File: src/rtl/fetch_pkg.sv
// fetch_pkg -- shared definitions for the fetch PC generator.
//   pc_src_t     : execute-stage PC source select encoding
//   INSTR_BYTES  : bytes per instruction (fixed 32-bit ISA)
//   align_pc()   : clears the two low bits of a target address
package fetch_pkg;

  localparam int INSTR_BYTES = 4;

  typedef enum logic [1:0] {
    PC_SEQ   = 2'b00,
    PC_BRJAL = 2'b01,
    PC_JALR  = 2'b10,
    PC_SEQ_B = 2'b11
  } pc_src_t;

  // Every loaded PC is word aligned; low bits are dropped, never faulted.
  function automatic logic [63:0] align_pc(input logic [63:0] pc);
    return {pc[63:2], 2'b00};
  endfunction

endpackage

File: src/rtl/ras_stack.sv
// ras_stack -- circular return address stack.
//   clk, rst     : clock, synchronous active-high reset (empties the stack)
//   push_i       : push push_pc_i as new top
//   pop_i        : remove top (ignored when empty)
//   push_pc_i    : return address to push
//   top_o        : current top, 0 when empty
//   valid_o      : stack non-empty
// Push when full overwrites the oldest entry: the top pointer simply wraps
// onto it while the count saturates. Push+pop together replaces the top.
module ras_stack #(
  parameter int WIDTH     = 32,
  parameter int RAS_DEPTH = 4
) (
  input  logic             clk,
  input  logic             rst,
  input  logic             push_i,
  input  logic             pop_i,
  input  logic [WIDTH-1:0] push_pc_i,
  output logic [WIDTH-1:0] top_o,
  output logic             valid_o
);

  localparam int PW = $clog2(RAS_DEPTH);

  logic [RAS_DEPTH-1:0][WIDTH-1:0] mem_q;
  logic [PW-1:0]                   tp_q, tp_d;
  logic [PW:0]                     cnt_q, cnt_d;
  logic                            wr_en;
  logic [PW-1:0]                   wr_idx;
  logic                            empty;

  assign empty = (cnt_q == '0);

  always_comb begin
    tp_d   = tp_q;
    cnt_d  = cnt_q;
    wr_en  = 1'b0;
    wr_idx = tp_q;
    if (push_i && pop_i && !empty) begin
      // replace top in place, depth unchanged
      wr_en  = 1'b1;
      wr_idx = tp_q;
    end else if (push_i) begin
      tp_d   = tp_q + PW'(1);
      wr_en  = 1'b1;
      wr_idx = tp_q + PW'(1);
      if (cnt_q != (PW+1)'(RAS_DEPTH)) cnt_d = cnt_q + (PW+1)'(1);
    end else if (pop_i && !empty) begin
      tp_d  = tp_q - PW'(1);
      cnt_d = cnt_q - (PW+1)'(1);
    end
  end

  always_ff @(posedge clk) begin
    if (rst) begin
      tp_q  <= '0;
      cnt_q <= '0;
    end else begin
      tp_q  <= tp_d;
      cnt_q <= cnt_d;
    end
  end

  // Storage needs no reset: entries are only visible through a valid count.
  always_ff @(posedge clk) begin
    if (wr_en) mem_q[wr_idx] <= push_pc_i;
  end

  assign valid_o = !empty;
  assign top_o   = empty ? '0 : mem_q[tp_q];

endmodule

File: src/rtl/fetch_pc_gen.sv
// fetch_pc_gen -- fetch-group PC generator with optional return address stack.
//   clk, rst          : clock, synchronous active-high reset
//   en                : advance fetch (0 = stall, base holds)
//   mispredict_i/_pc_i: highest-priority redirect, ignores en
//   predict_i/_pc_i   : predictor redirect, ignores en
//   pc_src_e          : 00/11 sequential, 01 branch/jal, 10 jalr
//   pc_target_e       : branch/jal target
//   alu_result_e      : jalr target
//   ras_push_i/_pop_i : call push / return pop, ras_push_pc_i pushed value
//   pc_o[k]           : base + 4k per lane
//   pc_plus4_o[k]     : pc_o[k] + 4
//   ras_top_o/valid_o : RAS top and non-empty flag (0 without the RAS)
// Build option: define FETCH_PC_GEN_RAS_EN to include the return address stack.
module fetch_pc_gen
  import fetch_pkg::*;
#(
  parameter int               WIDTH       = 32,
  parameter int               FETCH_WIDTH = 2,
  parameter logic [WIDTH-1:0] RESET_PC    = '0,
  parameter int               RAS_DEPTH   = 4
) (
  input  logic                                clk,
  input  logic                                rst,
  input  logic                                en,
  input  logic                                mispredict_i,
  input  logic [WIDTH-1:0]                    mispredict_pc_i,
  input  logic                                predict_i,
  input  logic [WIDTH-1:0]                    predict_pc_i,
  input  logic [1:0]                          pc_src_e,
  input  logic [WIDTH-1:0]                    pc_target_e,
  input  logic [WIDTH-1:0]                    alu_result_e,
  input  logic                                ras_push_i,
  input  logic                                ras_pop_i,
  input  logic [WIDTH-1:0]                    ras_push_pc_i,
  output logic [FETCH_WIDTH-1:0][WIDTH-1:0]   pc_o,
  output logic [FETCH_WIDTH-1:0][WIDTH-1:0]   pc_plus4_o,
  output logic [WIDTH-1:0]                    ras_top_o,
  output logic                                ras_valid_o
);

  localparam logic [WIDTH-1:0] GROUP_STEP = WIDTH'(INSTR_BYTES * FETCH_WIDTH);

  logic [WIDTH-1:0] base_q, base_d;

  function automatic logic [WIDTH-1:0] aln(input logic [WIDTH-1:0] pc);
    return {pc[WIDTH-1:2], 2'b00};
  endfunction

  always_comb begin
    base_d = base_q;
    if (mispredict_i) begin
      base_d = aln(mispredict_pc_i);
    end else if (predict_i) begin
      base_d = aln(predict_pc_i);
    end else if (en) begin
      case (pc_src_t'(pc_src_e))
        PC_BRJAL: base_d = aln(pc_target_e);
        PC_JALR:  base_d = aln(alu_result_e);
        default:  base_d = base_q + GROUP_STEP; // 00 and 11 are sequential
      endcase
    end
  end

  always_ff @(posedge clk) begin
    if (rst) base_q <= aln(RESET_PC);
    else     base_q <= base_d;
  end

  // Lane outputs are combinational off the base register; all sums wrap.
  for (genvar k = 0; k < FETCH_WIDTH; k++) begin : g_lane
    assign pc_o[k]       = base_q + WIDTH'(INSTR_BYTES * k);
    assign pc_plus4_o[k] = base_q + WIDTH'(INSTR_BYTES * (k + 1));
  end

`ifdef FETCH_PC_GEN_RAS_EN
  // Mispredict deliberately has no path into the stack.
  ras_stack #(
    .WIDTH    (WIDTH),
    .RAS_DEPTH(RAS_DEPTH)
  ) u_ras (
    .clk      (clk),
    .rst      (rst),
    .push_i   (ras_push_i),
    .pop_i    (ras_pop_i),
    .push_pc_i(ras_push_pc_i),
    .top_o    (ras_top_o),
    .valid_o  (ras_valid_o)
  );
  logic unused_bits;
  assign unused_bits = ^{alu_result_e[1:0]};
`else
  assign ras_top_o   = '0;
  assign ras_valid_o = 1'b0;
  logic unused_bits;
  assign unused_bits = ^{ras_push_i, ras_pop_i, ras_push_pc_i, alu_result_e[1:0]};
`endif

endmodule

File: config.mk
export PLATFORM = sky130hd
export DESIGN_NAME = fetch_pc_gen
export DESIGN_NICKNAME = d
export VERILOG_FILES = /design/src/rtl/fetch_pkg.sv /design/src/rtl/ras_stack.sv /design/src/rtl/fetch_pc_gen.sv
export SDC_FILE = /design/constraint.sdc
export NUM_CORES = 1
export LEC_CHECK = 0
export CORE_AREA = 3 3 129 131
export DETAILED_ROUTE_END_ITERATION = 8
export DIE_AREA = 0 0 132 134
export PLACE_DENSITY = 0.67
export SLEW_MARGIN = 20
export SYNTH_ARGS = -nofsm -noshare
export SYNTH_HDL_FRONTEND = slang
export SYNTH_HIERARCHICAL = 1
export SYNTH_SLANG_ARGS = --single-unit
File: constraint.sdc
create_clock -name clk -period 2.45 [get_ports clk]
set_input_delay 0.245 -clock clk [delete_from_list [all_inputs] [get_ports clk]]
set_output_delay 0.245 -clock clk [all_outputs]
set_load 0.03 [all_outputs]
==> insert_results.sql, run 1 <==
INSERT INTO impl_metrics (metric_group, metric, value, unit) VALUES
('run_status', 'run_status', 'finished, violations left', ''),
('run_status', 'failing_checks', 'negative setup slack', ''),
('layout', 'fin_nets', '1007', ''),
('grt', 'grt_antenna_before_repair', '0', ''),
('critical_path', 'cp-startpoint', 'base_q[16]$_SDFFE_PP0P_', ''),
('sta', 'fin_crit', '2490', 'ps'),
('pwr', 'logic_gate_share_of_total_power', '0.579', ''),
('synthesis', 'ys.warnings.count', '6', ''),
('cts', 'cts-buffers-inserted', '5', ''),
('sta', 'layout_worst_path_cycle_share', '1.02', ''),
('synthesis', 'synth-seq-cells', '32', ''),
('grt', 'first_global_vias', '5251', ''),
('critical_path', 'critical_path.slowest_cell', 'or4_4', ''),
('layout', 'largest_reg_flops', '32', ''),
('cts', 'clk_latency', '280', 'ps'),
('grt', 'first_pass_grt_wire_length', '29300', 'µm'),
('layout', 'drive_above_1_share', '0.257', ''),
('synthesis', 'ys.flop_type', 'dfxtp_1', ''),
('pwr', 'clock_power_share', '0.211', ''),
('placed_design', 'gp_routability_congestion', '0.867', ''),
('critical_path', 'startpoint_types', 'register', ''),
('layout', 'final-instance-count-excl-fill', '1051', ''),
('synthesis', 'syn-mean-instance-area', '7.08', 'µm²'),
('sta', 'layout_setup_ws', '-41.8', 'ps'),
('routing', 'route.vias.total', '5256', ''),
('routing', 'dr.first_iter.drc_count', '265', ''),
('routing', 'route.detailed.vias_per_inst', '5.00', ''),
('critical_path', 'critical_path.reg2reg.startpoint', 'base_q[16]$_SDFFE_PP0P_', ''),
('layout', 'multi_input_gate_area', '3140', 'µm²'),
('critical_path', 'timing.critical_path.fanout_max', '5', ''),
('routing', 'drc', '0', ''),
('layout', 'final_area', '7410', 'µm²'),
('floorplan', 'rows', '46', ''),
('sta', 'setup_repair_after_global_routing_missed_its_margin', 'yes', ''),
('grt', 'grt_start_max_net_pins', '32', ''),
('cts', 'clock_tree.root_cell', 'clkbuf_16', ''),
('cts', 'clk_transition_reported_paths', '60', 'ps'),
('sta', 'slew_headroom', '0.558', ''),
('placed_design', 'place_hpwl', '14700', 'µm'),
('synthesis', 'synth_top_area_frac', '0.155', ''),
('routing', 'route.detailed.wl_per_inst', '18.4', 'µm'),
('layout', 'antenna_cells_inserted', '0', ''),
('floorplan', 'initial_core_util', '0.263', ''),
('layout', 'biggestRegsByFlops', 'base_q (32)', ''),
('critical_path', 'data_required_time_of_the_critical_path', '2200', 'ps'),
('placed_design', 'post-place-cells', '1023', ''),
('pwr', 'p_leak', '0.00305', 'µW'),
('sta', 'finClkSkew', '8.06', 'ps'),
('sta', 'hold_violations', '0', ''),
('grt', 'globalRoute.totalOverflow', '0', ''),
('critical_path', 'r2r_cells', '8', ''),
('critical_path', 'timing.critical_path.slowest_cell_delay', '530', 'ps'),
('critical_path', 'critical_path.cell_chain', 'inv_2 -> or4_4 -> buf_8 -> buf_4 -> nor2_4 -> nand2_2 -> xnor2_2 -> buf_6', ''),
('pwr', 'peakVddDrop', '0.197', 'mV'),
('layout', 'largest_register', 'base_q', ''),
('floorplan', 'vert_die_dim', '134', 'µm'),
('cts', 'cts-htree-levels', '2', ''),
('synthesis', 'post_synth_inst_count', '585', ''),
('layout', 'syn2layout_area_growth', '79.1', '%'),
('placed_design', 'dpl_cell_area', '6890', 'µm²'),
('cts', 'tritoncts', 'built', ''),
('placed_design', 'dp_worst_setup_slack', '0.559', 'ps'),
('synthesis', 'synth-async-reset-ratio', '0', ''),
('floorplan', 'io-pin-count', '330', ''),
('cts', 'cts_sinks', '32', ''),
('pwr', 'internal-power', '1740', 'µW'),
('pwr', 'p_per_area', '407', 'nW/µm²'),
('sta', 'setup_viol_count_final', '4', ''),
('routing', 'routed_wirelength', '19300', 'µm'),
('sta', 'worst_pin_slew', '663', 'ps'),
('synthesis', 'sequential_element_share_of_the_synthesized_area', '0.155', '');
==> power by group through the flow <==
stage,clock (µW),sequential (µW),combinational (µW)
floorplan,0,755,922
finish,638,633,1750
global route,677,641,1850
detailed placement,0,646,1700
global placement,0,646,1700
CTS,658,631,1740
==> how the worst min path moves through the flow <==
stage | from | endpoint | slack (ps) | cells past startpoint
final | mispredict_i | base_q[29]$_SDFFE_PP0P_ | 520 | 3
after floorplan | mispredict_pc_i[3] | base_q[3]$_SDFFE_PP0P_ | 380 | 2
after detailed placement | base_q[1]$_SDFFE_PP0P_ | base_q[1]$_SDFFE_PP0P_ | 520 | 1
after global placement | base_q[1]$_SDFFE_PP0P_ | base_q[1]$_SDFFE_PP0P_ | 520 | 1
after global routing | mispredict_i | base_q[29]$_SDFFE_PP0P_ | 530 | 3
after CTS | mispredict_i | base_q[29]$_SDFFE_PP0P_ | 510 | 3
==> synth_stat cells (7+ instances only) <==
cell and n:
a21oi_1 36, a221oi_1 33, a31oi_1 7, and3_1 7, buf_2 7, buf_4 71
clkbuf_1 30, dfxtp_1 32, inv_1 25, nand2_1 42, nand2b_1 19, nand3_1 23
nand4_1 8, nor2_1 29, nor3_1 14, nor3b_1 8, o21ai_0 39, o2bb2ai_1 12
or3_1 7, xnor2_1 37, xor2_1 14
==> worst max-delay path: cells and delay by family, from the launching register on <==
kind / cells / cell delay, ps
and+or+nand+nor: 3 / 840
xor gates and xnor gates: 1 / 270
buffers and inverters: 4 / 510
DFF: 1 / 360
==> layer usage <==
metal / up-vias / GRT usage / part of all wire
met5: - / 0 / 0
met4: 0 / 0.0648 / 0.028
met3: 32 / 0.0484 / 0.073
met2: 265 / 0.372 / 0.49
met1: 2455 / 0.247 / 0.41
li1: 2504 / - / -
==> layout by cell type (no fill, tap or decap), types with 3 or more instances in the layout <==
cell	Yosys	layout
xnor2_2	0	8
dfxtp_2	0	7
nor4_1	5	4
o211ai_1	4	4
nor2b_1	3	3
a22oi_1	6	6
and3_1	7	7
or3_4	0	5
nand2_2	1	4
clkbuf_16	0	5
buf_12	0	8
a21o_1	5	5
buf_4	71	111
nor3_1	14	12
a221oi_1	33	33
dlygate4sd2_1	0	4
xor2_1	14	12
xnor2_4	0	6
a31oi_1	7	7
nor3_2	3	3
buf_6	1	19
nand3_1	23	20
o2bb2ai_1	12	12
xnor2_1	37	23
nor3b_1	8	7
inv_1	25	23
o21ai_0	39	39
dfxtp_1	32	17
nand2b_1	19	19
mux2i_1	3	3
nand2_1	42	39
and2_1	3	3
ha_1	4	3
nor2_1	29	27
a21oi_1	36	36
clkdlybuf4s50_1	0	181
conb_1	1	33
nand4_1	8	8
dfxtp_4	0	8
a211oi_1	6	6
==> through the flow <==
step | util | power [µW] | hold slack, ps
floorplan | - | 1680 | 384
global placement | 0.438 | 2340 | 518
detailed placement | 0.438 | 2350 | 518
CTS | 0.462 | 3030 | 507
global route | 0.472 | 3170 | 526
finish | 0.472 | 3020 | 519
==> layout make-up <==
| class | count | share of cell area |
|---|---|---|
| repair buffers | 326 | 0.415 |
| flip-flops and latches | 32 | 0.0917 |
| inverters | 25 | 0.0130 |
| multi-input cells | 444 | 0.424 |
| clock buffers | 8 | 0.0198 |
| well taps | 216 | 0.0365 |
==> repair_timing <==
item	4_1_cts	5_1_grt
resized for setup	31	25
hold endpoints to repair	0	0
pin swaps	12	11
buffers inserted	13	7
setup endpoints to repair	36	31
==> cell families after synthesis <==
group           Yosys count  synth area share
flops                    32             0.155
simple gates            189             0.254
compound gates          164             0.267
mux                       3           0.00726
fa+ha+maj                 4            0.0121
buf+inv                 141             0.196
other cells               1          0.000906
xor+xnor                 51             0.108
Power figures use the tool's default switching activity.
==> run 2: changes to the inputs <==
--- a/config.mk
+++ b/config.mk
@@ -8,6 +8,7 @@
 export CORE_AREA = 3 3 129 131
 export DETAILED_ROUTE_END_ITERATION = 8
 export DIE_AREA = 0 0 132 134
+export HOLD_SLACK_MARGIN = 0.02
 export PLACE_DENSITY = 0.67
 export SLEW_MARGIN = 20
 export SYNTH_ARGS = -nofsm -noshare
==> results of run 2 <==
The final DEF is identical to that of run 1; final timing and power are the same.
==> run 3: changes to the inputs <==
--- a/config.mk
+++ b/config.mk
@@ -5,9 +5,10 @@
 export SDC_FILE = /design/constraint.sdc
 export NUM_CORES = 1
 export LEC_CHECK = 0
-export CORE_AREA = 3 3 129 131
+export CORE_AREA = 2 2 128 130
 export DETAILED_ROUTE_END_ITERATION = 8
-export DIE_AREA = 0 0 132 134
+export DIE_AREA = 0 0 130 132
+export GPL_ROUTABILITY_DRIVEN = 0
 export HOLD_SLACK_MARGIN = 0.02
 export PLACE_DENSITY = 0.67
 export SLEW_MARGIN = 20
==> run 3 against run 2 <==
  * The run still ends with negative setup slack left
  * Largest cell class unchanged
  * Critical path depth is 2 higher
  * Register-to-register slack got worse by 50 ps
  * Critical path type unchanged
  * Fmax is 0.76% lower
  * First-iteration DRC count is 5.3% lower
  * Via count hardly changed
  * Sequential cell count unchanged
  * Power up 0.70%
  * Core utilization grew 0.94 points
  * Setup slack got worse by 19 ps
  * Hold slack got worse by 140 ps
  * Non-clock buffer count is 6 higher
  * Clock skew shrank 1.7 ps
==> insert_results.sql, run 3 (synthesis results as in run 1) <==
INSERT INTO impl_metrics (metric_group, metric, value, unit) VALUES
('placed_design', 'post-place-cells', '1028', ''),
('critical_path', 'startpoint_types', 'register', ''),
('cts', 'clock_tree.root_cell', 'clkbuf_16', ''),
('floorplan', 'vert_die_dim', '132', 'µm'),
('placed_design', 'place_hpwl', '15100', 'µm'),
('critical_path', 'r2r_setup_slack', '320', 'ps'),
('routing', 'drc', '0', ''),
('critical_path', 'timing.critical_path.arrival', '2270', 'ps'),
('floorplan', 'io-pin-count', '330', ''),
('sta', 'setup_total_negative_slack', '-188', 'ps'),
('sta', 'maxClockFrequency', '398', 'MHz'),
('sta', 'hold_violations', '0', ''),
('sta', 'setup_viol_count_final', '10', ''),
('floorplan', 'die_w', '130', 'µm'),
('grt', 'first_pass_grt_wire_length', '28400', 'µm'),
('critical_path', 'data_required_time_of_the_critical_path', '2200', 'ps'),
('placed_design', 'dp_worst_setup_slack', '-62.6', 'ps'),
('cts', 'clk_latency', '280', 'ps'),
('routing', 'postRouteAntennaNets', '0', ''),
('routing', 'drt_pass1_iterations', '4', ''),
('pwr', 'p_per_area', '402', 'nW/µm²'),
('cts', 'cts-buffers-inserted', '5', ''),
('layout', 'layout.cells.most_common', 'clkdlybuf4s50_1', ''),
('grt', 'grt_start_max_net_pins', '30', ''),
('layout', 'largest_register', 'base_q', ''),
('grt', 'first_global_vias', '5145', ''),
('routing', 'route.detailed.vias_per_inst', '4.97', ''),
('routing', 'dr.first_iter.drc_count', '251', ''),
('grt', 'globalRoute.totalOverflow', '0', ''),
('sta', 'fin_hold_ws', '378', 'ps'),
('layout', 'fin_util', '0.481', ''),
('floorplan', 'rows', '46', ''),
('layout', 'biggestRegsByFlops', 'base_q (32)', ''),
('run_status', 'run_status', 'finished, violations left', ''),
('layout', 'most-common-layout-cells', '181 x clkdlybuf4s50_1, 109 x buf_4, 39 x o21ai_0', ''),
('grt', 'grt_antenna_before_repair', '0', ''),
('cts', 'cts-htree-levels', '2', ''),
('cts', 'clk_transition_reported_paths', '60', 'ps'),
('floorplan', 'initial_core_util', '0.263', ''),
('layout', 'syn2layout_area_growth', '82.6', '%'),
('grt', 'grtUsageTotal', '0.215', ''),
('critical_path', 'critPathKind', 'register to primary output', ''),
('cts', 'cts.path.max_buffers', '2', ''),
('floorplan', 'core-area', '15700', 'µm²'),
('layout', 'drive_above_1_share', '0.270', ''),
('run_status', 'failing_checks', 'negative setup slack', ''),
('cts', 'cts_sinks', '32', ''),
('sta', 'setup_repair_after_global_routing_missed_its_margin', 'yes', ''),
('pwr', 'p_leak', '0.00312', 'µW'),
('sta', 'layout_worst_path_cycle_share', '1.02', ''),
('sta', 'slew_headroom', '0.427', ''),
('layout', 'largest_reg_flops', '32', ''),
('layout', 'final-instance-count-excl-fill', '1057', ''),
('sta', 'finClkSkew', '6.38', 'ps'),
('hold_path', 'worst_hold_path_type', 'primary input to register', ''),
('placed_design', 'numPortBuffers', '254', ''),
('layout', 'multi_input_gate_area', '3210', 'µm²'),
('routing', 'route.vias.total', '5258', ''),
('sta', 'final-max-slew-violation-count', '0', ''),
('layout', 'ff_latch_area', '669', 'µm²'),
('pwr', 'peakVddDrop', '0.213', 'mV'),
('sta', 'worst_pin_slew', '852', 'ps'),
('sta', 'fin_crit', '2510', 'ps'),
('layout', 'fin_nets', '1013', ''),
('routing', 'routed_wirelength', '19400', 'µm'),
('floorplan', 'die_ar', '17200', 'µm²'),
('job', 'maxCapViolations', '0', ''),
('layout', 'antenna_cells_inserted', '0', ''),
('sta', 'layout_setup_ws', '-60.9', 'ps'),
('layout', 'number_of_fillers_in_the_final_layout', '1565', ''),
('critical_path', 'crit_path_end_kind', 'primary output', ''),
('critical_path', 'timing.critical_path.fanout_max', '5', ''),
('routing', 'route.detailed.wl_per_inst', '18.3', 'µm'),
('cts', 'tritoncts', 'built', '');
run 3: path summary, 6_finish.rpt:
path,start,depth (start not counted),to
setup / recovery,base_q[3]$_SDFFE_PP0P_,10,pc_o[55]
hold / removal,mispredict_i,3,base_q[3]$_SDFFE_PP0P_
setup reg to reg,base_q[3]$_SDFFE_PP0P_,9,base_q[31]$_SDFFE_PP0P_
hold reg to reg,base_q[1]$_SDFFE_PP0P_,1,base_q[1]$_SDFFE_PP0P_
run 3: stage by stage:
stage	power (µW)	area (µm²)
after floorplan	1680	4520
after global placement	2350	6940
after detailed placement	2360	6940
after CTS	3010	7270
after global routing	3190	7560
final	3040	7560
run 3: metal layers:
layer  wire (µm)  track usage  share of wire  vias up
li1            -            -              -     2509
met1        7710        0.256           0.40     2473
met2        9850        0.387           0.51      254
met3        1450       0.0414          0.075       22
met4         356       0.0585          0.018        0
met5           0            0              0        -
run 3: report_power, final:
part / internal [µW] / switching [µW] / total, µW
Clock: 375 / 244 / 619
Sequential: 573 / 70.3 / 643
Combinational: 787 / 989 / 1780
Total: 1730 / 1300 / 3040
run 3: layout make-up:
class                   count  area share
multi-input cells         444       0.425
flip-flops and latches     32      0.0885
clock inverters             1    0.000497
clock buffers               7      0.0175
well taps                 216      0.0357
repair buffers            332       0.420
inverters                  25      0.0124
run 3: what timing repair did:
| action | 4_1_cts | 5_1_grt |
|---|---|---|
| resized for setup | 22 | 44 |
| gates cloned | 0 | 0 |
| pin swaps | 12 | 17 |
| setup buffers | 14 | 7 |
| setup endpoints to repair | 43 | 39 |
| hold buffers | 0 | 0 |
run 3: worst max-delay path: stages (launching register included):
cell and delay (ps):
dfxtp_4 380, ha_4 150, nand4_1 100, or3_1 330, buf_6 150, nor2_4 160, buf_4 140, nand3_2 80
xnor2_2 210, buf_4 170, buf_12 110
